<file path="config.mk">
export PLATFORM = sky130hd
export DESIGN_NAME = uart_sendhs
export DESIGN_NICKNAME = d
export VERILOG_FILES = /design/src/rtl/uart_pkg.sv /design/src/rtl/uart_tx_fifo.sv /design/src/rtl/uart_sendhs.sv
export SDC_FILE = /design/constraint.sdc
export NUM_CORES = 1
export LEC_CHECK = 0
export BUFFER_PORTS_ARGS = -buffer_cell sky130_fd_sc_hd__buf_2
export CAP_MARGIN = 10
export CORE_ASPECT_RATIO = 0.6
export CORE_MARGIN = 5
export CORE_UTILIZATION = 60
export DETAILED_ROUTE_END_ITERATION = 10
export PLACE_DENSITY = 0.84
export SLEW_MARGIN = 20
export SYNTH_ARGS = -nofsm -noshare
export SYNTH_HDL_FRONTEND = slang
export SYNTH_HIERARCHICAL = 1
export SYNTH_SLANG_ARGS = --single-unit
</file>
<file path="constraint.sdc">
create_clock -name sys_clk -period 2.95 [get_ports sys_clk]
set_input_delay 0.295 -clock sys_clk [delete_from_list [all_inputs] [get_ports sys_clk]]
set_output_delay 0.295 -clock sys_clk [all_outputs]
set_load 0.03 [all_outputs]
</file>
<file path="src/rtl/uart_pkg.sv">
// rtl/uart_pkg.sv - shared UART constants, transmitter state encoding and parity helper
package uart_pkg;

    localparam int CLK_FREQ_DEFAULT = 50_000_000;
    localparam int UART_BPS_DEFAULT = 2_000_000;
    localparam int DATA_BITS        = 8;

    // Explicit encodings so the state register value is stable across builds
    // with and without the parity bit.
    typedef enum logic [2:0] {
        IDLE   = 3'd0,
        START  = 3'd1,
        DATA   = 3'd2,
        PARITY = 3'd3,
        STOP   = 3'd4
    } uart_tx_state_e;

    // Even parity: the bit that makes the total count of ones even.
    function automatic logic even_parity(input logic [DATA_BITS-1:0] d);
        return ^d;
    endfunction

endpackage

</file>
<file path="src/rtl/uart_tx_fifo.sv">
// rtl/uart_tx_fifo.sv - parameterised circular-buffer FIFO with push/pop/full/empty/count
//
// Ports:
//   sys_clk    in   system clock, rising edge
//   sys_rst_n  in   asynchronous active-low reset; clears pointers and count
//   push       in   write push_data this edge (ignored when full)
//   push_data  in   WIDTH-bit entry to write
//   pop        in   advance the read pointer this edge (ignored when empty)
//   pop_data   out  entry at the head, valid whenever empty is low
//   full       out  count == DEPTH
//   empty      out  count == 0
//   count      out  number of stored entries, log2(DEPTH)+1 bits
//
// DEPTH must be a power of two (>= 2) so the pointers wrap by natural overflow.
module uart_tx_fifo #(
    parameter int WIDTH = 8,
    parameter int DEPTH = 4
) (
    input  logic                   sys_clk,
    input  logic                   sys_rst_n,
    input  logic                   push,
    input  logic [WIDTH-1:0]       push_data,
    input  logic                   pop,
    output logic [WIDTH-1:0]       pop_data,
    output logic                   full,
    output logic                   empty,
    output logic [$clog2(DEPTH):0] count
);

    localparam int AW = $clog2(DEPTH);
    localparam logic [AW:0] FULL_CNT = (AW+1)'(DEPTH);

    logic [WIDTH-1:0] mem [DEPTH];
    logic [AW-1:0]    wr_ptr;
    logic [AW-1:0]    rd_ptr;
    logic             do_push;
    logic             do_pop;

    assign full     = (count == FULL_CNT);
    assign empty    = (count == '0);
    assign do_push  = push && !full;
    assign do_pop   = pop && !empty;
    assign pop_data = mem[rd_ptr];

    always_ff @(posedge sys_clk or negedge sys_rst_n) begin
        if (!sys_rst_n) begin
            wr_ptr <= '0;
            rd_ptr <= '0;
            count  <= '0;
        end else begin
            if (do_push) begin
                wr_ptr <= wr_ptr + 1'b1;
            end
            if (do_pop) begin
                rd_ptr <= rd_ptr + 1'b1;
            end
            // Simultaneous push and pop leaves the occupancy unchanged.
            case ({do_push, do_pop})
                2'b10:   count <= count + 1'b1;
                2'b01:   count <= count - 1'b1;
                default: count <= count;
            endcase
        end
    end

    // Storage carries no reset; stale entries are unreachable once the
    // pointers and count are cleared.
    always_ff @(posedge sys_clk) begin
        if (do_push) begin
            mem[wr_ptr] <= push_data;
        end
    end

endmodule

</file>
<file path="src/rtl/uart_sendhs.sv">
// rtl/uart_sendhs.sv - buffered 8N1 UART transmitter with valid/ready byte input
//
// Ports:
//   sys_clk    in   system clock, rising edge (CLK_FREQ Hz)
//   sys_rst_n  in   asynchronous active-low reset
//   tx_data    in   byte to send
//   tx_valid   in   tx_data valid this cycle; accepted when tx_ready is high
//   tx_ready   out  FIFO can take a byte (registered)
//   tx_busy    out  FIFO non-empty or frame in progress (registered)
//   uart_txd   out  serial line, idle high, LSB first (registered)
//
// Optional build macro UART_TX_PARITY_EN inserts an even-parity bit between
// the data bits and the stop bit (11-bit frames).
module uart_sendhs
    import uart_pkg::*;
#(
    parameter int CLK_FREQ   = CLK_FREQ_DEFAULT,
    parameter int UART_BPS   = UART_BPS_DEFAULT,
    parameter int FIFO_DEPTH = 4
) (
    input  logic       sys_clk,
    input  logic       sys_rst_n,
    input  logic [7:0] tx_data,
    input  logic       tx_valid,
    output logic       tx_ready,
    output logic       tx_busy,
    output logic       uart_txd
);

    localparam int BPS_CNT = CLK_FREQ / UART_BPS;
    localparam int CW      = $clog2(BPS_CNT);
    localparam int BW      = $clog2(DATA_BITS);
    localparam int FW      = $clog2(FIFO_DEPTH);

    localparam logic [CW-1:0] CLK_LAST   = CW'(BPS_CNT - 1);
    localparam logic [BW-1:0] BIT_LAST   = BW'(DATA_BITS - 1);
    localparam logic [FW:0]   CNT_ALMOST = (FW+1)'(FIFO_DEPTH - 1);

    localparam logic [2:0] S_IDLE   = IDLE;
    localparam logic [2:0] S_START  = START;
    localparam logic [2:0] S_DATA   = DATA;
    localparam logic [2:0] S_STOP   = STOP;
`ifdef UART_TX_PARITY_EN
    localparam logic [2:0] S_PARITY = PARITY;
`endif

    logic [2:0]           state;
    logic [2:0]           state_next;
    logic [CW-1:0]        clk_cnt;
    logic [BW-1:0]        bit_cnt;
    logic [DATA_BITS-1:0] shift;
    logic                 bit_done;
    logic                 txd_next;

    logic                 fifo_push;
    logic                 fifo_pop;
    logic [DATA_BITS-1:0] fifo_dout;
    logic                 fifo_full;
    logic                 fifo_empty;
    logic [FW:0]          fifo_count;

`ifdef UART_TX_PARITY_EN
    logic                 parity_bit;
`endif

    uart_tx_fifo #(
        .WIDTH (DATA_BITS),
        .DEPTH (FIFO_DEPTH)
    ) u_fifo (
        .sys_clk   (sys_clk),
        .sys_rst_n (sys_rst_n),
        .push      (fifo_push),
        .push_data (tx_data),
        .pop       (fifo_pop),
        .pop_data  (fifo_dout),
        .full      (fifo_full),
        .empty     (fifo_empty),
        .count     (fifo_count)
    );

    assign bit_done  = (clk_cnt == CLK_LAST);
    assign fifo_push = tx_valid && tx_ready;

    // The head byte leaves the FIFO either from idle or at the end of a stop
    // bit, the latter chaining frames with no idle gap.
    assign fifo_pop = !fifo_empty &&
                      ((state == S_IDLE) || (state == S_STOP && bit_done));

    always_comb begin
        state_next = state;
        case (state)
            S_IDLE: begin
                if (!fifo_empty) begin
                    state_next = S_START;
                end
            end
            S_START: begin
                if (bit_done) begin
                    state_next = S_DATA;
                end
            end
            S_DATA: begin
                if (bit_done && bit_cnt == BIT_LAST) begin
`ifdef UART_TX_PARITY_EN
                    state_next = S_PARITY;
`else
                    state_next = S_STOP;
`endif
                end
            end
`ifdef UART_TX_PARITY_EN
            S_PARITY: begin
                if (bit_done) begin
                    state_next = S_STOP;
                end
            end
`endif
            S_STOP: begin
                if (bit_done) begin
                    state_next = fifo_empty ? S_IDLE : S_START;
                end
            end
            default: state_next = S_IDLE;
        endcase
    end

    // Line level for the state just entered; registering it delays the whole
    // frame by one clock uniformly, which keeps every bit exactly BPS_CNT long.
    always_comb begin
        txd_next = 1'b1;
        case (state)
            S_START:  txd_next = 1'b0;
            S_DATA:   txd_next = shift[0];
`ifdef UART_TX_PARITY_EN
            S_PARITY: txd_next = parity_bit;
`endif
            default:  txd_next = 1'b1;
        endcase
    end

    always_ff @(posedge sys_clk or negedge sys_rst_n) begin
        if (!sys_rst_n) begin
            state   <= S_IDLE;
            clk_cnt <= '0;
            bit_cnt <= '0;
            shift   <= '0;
        end else begin
            state <= state_next;

            if (state == S_IDLE || bit_done) begin
                clk_cnt <= '0;
            end else begin
                clk_cnt <= clk_cnt + 1'b1;
            end

            if (state == S_START && bit_done) begin
                bit_cnt <= '0;
            end else if (state == S_DATA && bit_done) begin
                bit_cnt <= bit_cnt + 1'b1;
            end

            if (fifo_pop) begin
                shift <= fifo_dout;
            end else if (state == S_DATA && bit_done) begin
                shift <= shift >> 1;
            end
        end
    end

`ifdef UART_TX_PARITY_EN
    always_ff @(posedge sys_clk or negedge sys_rst_n) begin
        if (!sys_rst_n) begin
            parity_bit <= 1'b0;
        end else if (fifo_pop) begin
            parity_bit <= even_parity(fifo_dout);
        end
    end
`endif

    always_ff @(posedge sys_clk or negedge sys_rst_n) begin
        if (!sys_rst_n) begin
            uart_txd <= 1'b1;
            tx_ready <= 1'b1;
            tx_busy  <= 1'b0;
        end else begin
            uart_txd <= txd_next;
            // Falls on the edge that fills the FIFO; because a full FIFO holds
            // it low through the popping edge, it rises one edge after that.
            tx_ready <= !fifo_full &&
                        !(fifo_count == CNT_ALMOST && fifo_push && !fifo_pop);
            // Uses the occupancy before this edge so busy rises the edge
            // after a byte lands and drops as the last stop bit completes.
            tx_busy  <= (fifo_count != '0) || (state_next != S_IDLE);
        end
    end

endmodule

</file>
==> flow_summary.yaml, run 1 <==
synth:
  ys_seq_area_frac: 0.624
  synth_top_area_frac: 0.355
  synth_largest_area_cell: "edfxtp_1"
  avgSynthCellArea_um2: 14.9
  synth_cells: 182
  yosysMostFrequentCell: "edfxtp_1"
  synth_enable_flop_cells: 32
  synth_cell_types: 41
  netlist_area_um2: 2710
  synth_common_cells: "edfxtp_1 (32), dfrtp_1 (27), nand2_1 (11)"
  synth_area_leaders: "edfxtp_1 (35%), dfrtp_1 (25%), mux4_2 (6.7%)"
  yosysWarningCount: 6
  syn-num-nets: 203
  ys_seq_elements: 61
  async_reset_ff_frac: 0.475
  yosys_most_used_dff: "edfxtp_1"
cts:
  clock_sinks: 61
  post_cts_buffers: 0
  cts_buffers: 9
  cts.clk_slew.worst_paths_ns: 0.06
  htree_levels: 3
  tritoncts: "yes"
  root_buffer: "clkbuf_8"
  clock_path_buffers: 2
  clock_latency_ns: 0.33
critical_path:
  worst_ep_arrival_time_ns: 2.94
  critPathTopFamily: "adder cells"
  worst_ep_required_time_ns: 3.20
  cp_slowest_cell: "a2111oi_4"
  cp-end-kind: "flop"
  crit_buf_inv: 2
  critPathMaxFanout: 12
  path_cells: "inv_1 -> ha_1 -> nand4b_4 -> a2111oi_4 -> o31a_2 -> ha_1 -> inv_1 -> fa_1 -> xor2_1 -> nor2_1 -> xor2_1"
  startpoint_type: "flop"
  critPathKind: "flop to flop"
  slowest_delay_ns: 0.42
floorplan:
  ios: 14
  start_util: 0.639
  num_rows: 18
  core_um2: 4230
  die_h_um: 62.0
  die_area_um2: 6000
  die_w_um: 96.7
timing:
  rsz0062_at_grt: "false"
  fin_crit_ns: 2.69
  finalClockSkew_ns: 0.00726
  slew_viol_final: 0
  worstMarginPinSlew_ns: 0.630
  setup_viol: 0
  finalSetupTns_ns: 0
  fmax_mhz: 372
  hold_viol: 0
  holdWs_ns: 0.179
  fin_crit_sh: 0.912
  max_slew_margin: 0.577
job:
  maxCapViolCount: 0
placed_design:
  place.gp.congestion: 0.860
  portBuffers: 13
  dpl-instance-area_um2: 2800
  dp_hpwl_mm: 3.54
  placedCellCount: 248
power:
  peakVddDrop_mv: 0.434
  leakage_nw: 1.24
  powerDensity_nw_per_um2: 720
grt:
  grtUsageTotal: 0.194
  antenna_found_initial: 0
  grt_pass1_vias: 1592
  grt_max_degree: 30
  gr-total-overflow: 0
  grt_pass1_wl_mm: 8.32
drt:
  firstDrtPassIters: 5
  drc: 0
  routed_wirelength_mm: 4.85
  ant_nets: 0
  vias: 1564
  vias_per_cell: 5.90
  routedWlPerCell_um: 18.3
  drt_iter0_drc: 93
finish:
  antenna_cells: 0
  area_growth_pct: 11.3
  final.fill_count: 301
  stdcell_area_um2: 3010
  final_layout_size_suffix_gt1_frac: 0.249
  nNetsFinal: 221
  final-instance-count-excl-fill: 265
min_path:
  hold_path.class: "input pin to flop"
status:
  outcome: "complete, no violations"
==> final cells by class <==
type | instances | area, µm² | area share
sequential | 61 | 1690 | 0.560
multi-input combinational | 103 | 928 | 0.308
clock buffer | 12 | 156 | 0.0519
timing repair buffer | 15 | 82.6 | 0.0274
tap | 60 | 75.1 | 0.0249
clock inverter | 4 | 45.0 | 0.0149
inverter | 10 | 37.5 | 0.0125
==> per-layer routing <==
metal | part of all wire | vias to the layer above | wire length, µm | track usage
li1 | - | 702 | - | -
met4 | 0.019 | 0 | 92 | 0.102
met1 | 0.40 | 789 | 1950 | 0.225
met3 | 0.068 | 11 | 332 | 0.0680
met5 | 0 | - | 0 | 0
met2 | 0.51 | 62 | 2480 | 0.334
==> flip-flops by register name, summed over array words and instances (netlist names) <==
register	flops
tx_busy	1
u_fifo/mem	32
state	3
shift	8
u_fifo/rd_ptr	2
uart_txd	1
tx_ready	1
clk_cnt	5
u_fifo/wr_ptr	2
u_fifo/count	3
bit_cnt	3
==> kinds of logic (layout without fill, tap and decap cells) <==
kind of cell,after synthesis,in the layout,share of synthesized area
xor+xnor,9,9,0.0291
flops,61,61,0.624
simple gates,44,44,0.0980
fa+ha+maj,10,10,0.0490
mux,17,17,0.102
compound gates,23,23,0.0647
buf+inv,18,41,0.0333
==> report_power, final <==
part	internal (W)	switching [W]	leakage (nW)
registers	0.00104	0.0000792	0.626
logic	0.000141	0.000176	0.507
clock network	0.000437	0.000302	0.105
==> cell usage in the layout (no fill, tap or decap), types with 3 or more instances in the layout <==
cell type / n
and2_2: 4
ha_1: 9
nand2b_1: 3
nand2_1: 11
a22o_1: 5
o21ai_0: 9
xnor2_1: 4
xor2_1: 5
edfxtp_1: 32
inv_1: 10
nor3_1: 4
clkbuf_8: 9
mux2i_1: 7
nand3_1: 3
nor2_1: 10
dfrtp_1: 27
clkinv_2: 3
buf_2: 13
mux4_2: 8
==> final timing paths <==
kind	from	endpoint	cells after the start	slack, ns
max	clk_cnt[0]$_DFF_PN0_	u_fifo/count[2]$_DFFE_PN0P_	11	0.26
min in group asynchronous	sys_rst_n	bit_cnt[1]$_DFFE_PN0P_	2	0.52
max in group asynchronous	sys_rst_n	u_fifo/count[2]$_DFFE_PN0P_	2	2.00
min reg2reg	clk_cnt[0]$_DFF_PN0_	clk_cnt[0]$_DFF_PN0_	1	0.50
min	tx_data[6]	u_fifo/mem[0][6]$_DFFE_PP_	1	0.18
max reg2reg	clk_cnt[0]$_DFF_PN0_	u_fifo/count[2]$_DFFE_PN0P_	11	0.26
==> per-stage QoR <==
step | setup slack (ns) | util | total power (W)
floorplan | 0.271 | - | 0.00134
global placement | 0.437 | 0.662 | 0.00141
detailed placement | 0.242 | 0.662 | 0.00145
CTS | 0.226 | 0.712 | 0.00219
global route | 0.0629 | 0.712 | 0.00228
finish | 0.261 | 0.712 | 0.00217
==> timing repair <==
action / CTS / global route
hold buffers: 1 / 0
gates resized for setup: 0 / 0
endpoints found under the hold margin: 27 / 0
(Power assumes the default switching activity.)
==> inputs of run 2 (changes only) <==
ABC_AREA = 1   (was unset)
CTS_CLUSTER_SIZE = 30   (was unset)
==> flow_summary.yaml, run 2 <==
status:
  outcome: "complete, no violations"
cts:
  post_cts_buffers: 0
  root_buffer: "clkbuf_8"
  holdBufCountCts: 1
  htree_levels: 3
  post_cts_resize_count: 0
  clock_sinks: 61
  clock_path_buffers: 2
  tritoncts: "yes"
  cts_buffers: 9
  cts.clk_slew.worst_paths_ns: 0.07
  clock_latency_ns: 0.33
synth:
  yosysMostFrequentCell: "nand2_1"
  ys_seq_elements: 61
  synth_cell_types: 28
  synth_top_area_frac: 0.326
  netlist_area_um2: 2950
  synth_common_cells: "nand2_1 (80), inv_1 (43), edfxtp_1 (32)"
  synth_cells: 294
  synth_largest_area_cell: "edfxtp_1"
  yosys_most_used_dff: "edfxtp_1"
  yosysWarningCount: 6
  avgSynthCellArea_um2: 10.0
  synth_enable_flop_cells: 32
  async_reset_ff_frac: 0.475
  ys_seq_area_frac: 0.573
  synth_area_leaders: "edfxtp_1 (33%), dfrtp_1 (23%), nand2_1 (10%)"
  syn-num-nets: 315
min_path:
  whs_path_depth: 1
  hold_path.class: "input pin to flop"
placed_design:
  portBuffers: 13
  place.gp.congestion: 0.822
  dp_hpwl_mm: 3.56
timing:
  setup_viol: 0
  finalClockSkew_ns: 0.00892
  fmax_mhz: 398
  fin_crit_sh: 0.851
  finalSetupTns_ns: 0
  worstMarginPinSlew_ns: 0.893
  hold_viol: 0
  slew_viol_final: 0
  rsz0062_at_grt: "false"
  max_slew_margin: 0.402
  fin_crit_ns: 2.51
grt:
  grt_pass1_wl_mm: 8.60
  busiest_layer: "met1"
  met1_usage: 0.255
  antenna_found_initial: 0
  grt_max_degree: 34
  grtUsageTotal: 0.179
  gr-total-overflow: 0
  use_met2: 0.249
  grt_pass1_vias: 1746
  grt_util_met3: 0.0717
power:
  fin_total_pwr_w: 0.00302
  powerDensity_nw_per_um2: 939
  leakage_nw: 1.53
  peakVddDrop_mv: 0.511
critical_path:
  critPathKind: "flop to flop"
  critPathMaxFanout: 17
  worst_ep_required_time_ns: 3.16
  worst_ep_arrival_time_ns: 2.73
  startpoint_type: "flop"
  cp_common_cell: "nand2_1"
  path_cells: "inv_1 -> ha_1 -> nand2_1 -> inv_2 -> nand2_4 -> nand2_4 -> nand2_4 -> inv_1 -> nand2_1 -> inv_1 -> ha_1 -> inv_1 -> fa_1 -> nand2_1 -> nand3_1 -> nand2_1 -> nand2_1"
  cp-end-kind: "flop"
  slowest_delay_ns: 0.42
  reg2reg_depth: 17
  cp_slowest_cell: "dfrtp_1"
floorplan:
  die_w_um: 100
  num_rows: 19
  die_h_um: 64.3
  core_um2: 4660
  start_util: 0.632
  die_area_um2: 6460
  ios: 14
drt:
  routed_wirelength_mm: 5.15
  firstDrtPassIters: 4
  drc: 0
  vias_per_cell: 5.08
  routedWlPerCell_um: 13.5
  ant_nets: 0
  drt_iter0_drc: 168
  vias: 1935
finish:
  nNetsFinal: 334
  antenna_cells: 0
  largest_reg_flops: 32
  final_cell_mix: "nand2_1 (80), inv_1 (43), edfxtp_1 (32)"
  mostFrequentLayoutCell: "nand2_1"
  area_growth_pct: 9.04
  reg_top3: "u_fifo/mem: 32 flops, shift: 8 flops, clk_cnt: 5 flops"
  final_util: 0.690
  final_layout_size_suffix_gt1_frac: 0.145
  top_register: "u_fifo/mem"
job:
  maxCapViolCount: 0
run 2: logic make-up (layout without fill, tap and decap cells):
group,count (synthesis),count (layout),synth area share
AOI/OAI and AO/OA,21,21,0.0518
xor gates and xnor gates,4,4,0.0119
adders and majority gates,10,10,0.0450
buffers and inverters,54,78,0.0862
DFF,61,61,0.573
and+or+nand+nor,144,144,0.232
run 2: final timing paths:
check,slack [ns],to,from
max,0.44,u_fifo/count[2]$_DFFE_PN0P_,clk_cnt[0]$_DFF_PN0_
min,0.17,u_fifo/mem[0][5]$_DFFE_PP_,tx_data[5]
max reg2reg,0.44,u_fifo/count[2]$_DFFE_PN0P_,clk_cnt[0]$_DFF_PN0_
min in group asynchronous,0.51,shift[2]$_DFFE_PN0P_,sys_rst_n
max in group asynchronous,2.01,u_fifo/count[2]$_DFFE_PN0P_,sys_rst_n
min reg2reg,0.51,uart_txd$_DFF_PN1_,shift[0]$_DFFE_PN0P_
run 2: worst max-delay path: cells and delay by family, from the launching register on:
kind | cells | cell delay (ns)
and+or+nand+nor | 9 | 0.82
adders and majority gates | 3 | 0.68
buffers and inverters | 5 | 0.45
DFF | 1 | 0.42
run 2: per-layer routing:
layer	part of all wire	vias up
met5	0	-
met4	0.0037	0
met3	0.090	2
met2	0.43	73
met1	0.48	871
li1	-	989
run 2: final cells by class:
cell class | instances | area, µm²
flip-flops and latches | 61 | 1690
clock inverters | 5 | 51.3
clock buffers | 11 | 131
repair buffers | 15 | 82.6
multi-input cells | 179 | 1000
fillers | 373 | 1450
well taps | 63 | 78.8
inverters | 47 | 176
run 2: power by group:
part | switching (W) | internal [W] | total [W]
combinational | 0.000646 | 0.000347 | 0.000993
sequential | 0.000171 | 0.00117 | 0.00134
clock | 0.000301 | 0.000384 | 0.000685
total | 0.00112 | 0.00190 | 0.00302
run 2: per-stage QoR:
| step | hold slack [ns] | setup WS [ns] | std cells | area, µm² |
|---|---|---|---|---|
| after global routing | 0.151 | 0.268 | 381 | 3210 |
| after detailed placement | 0.360 | 0.513 | 364 | 3020 |
| after floorplan | -0.000591 | 0.813 | 294 | 2950 |
| final | 0.174 | 0.440 | 381 | 3210 |
| after CTS | 0.154 | 0.490 | 381 | 3210 |
| after global placement | 0.355 | 0.646 | 364 | 3020 |
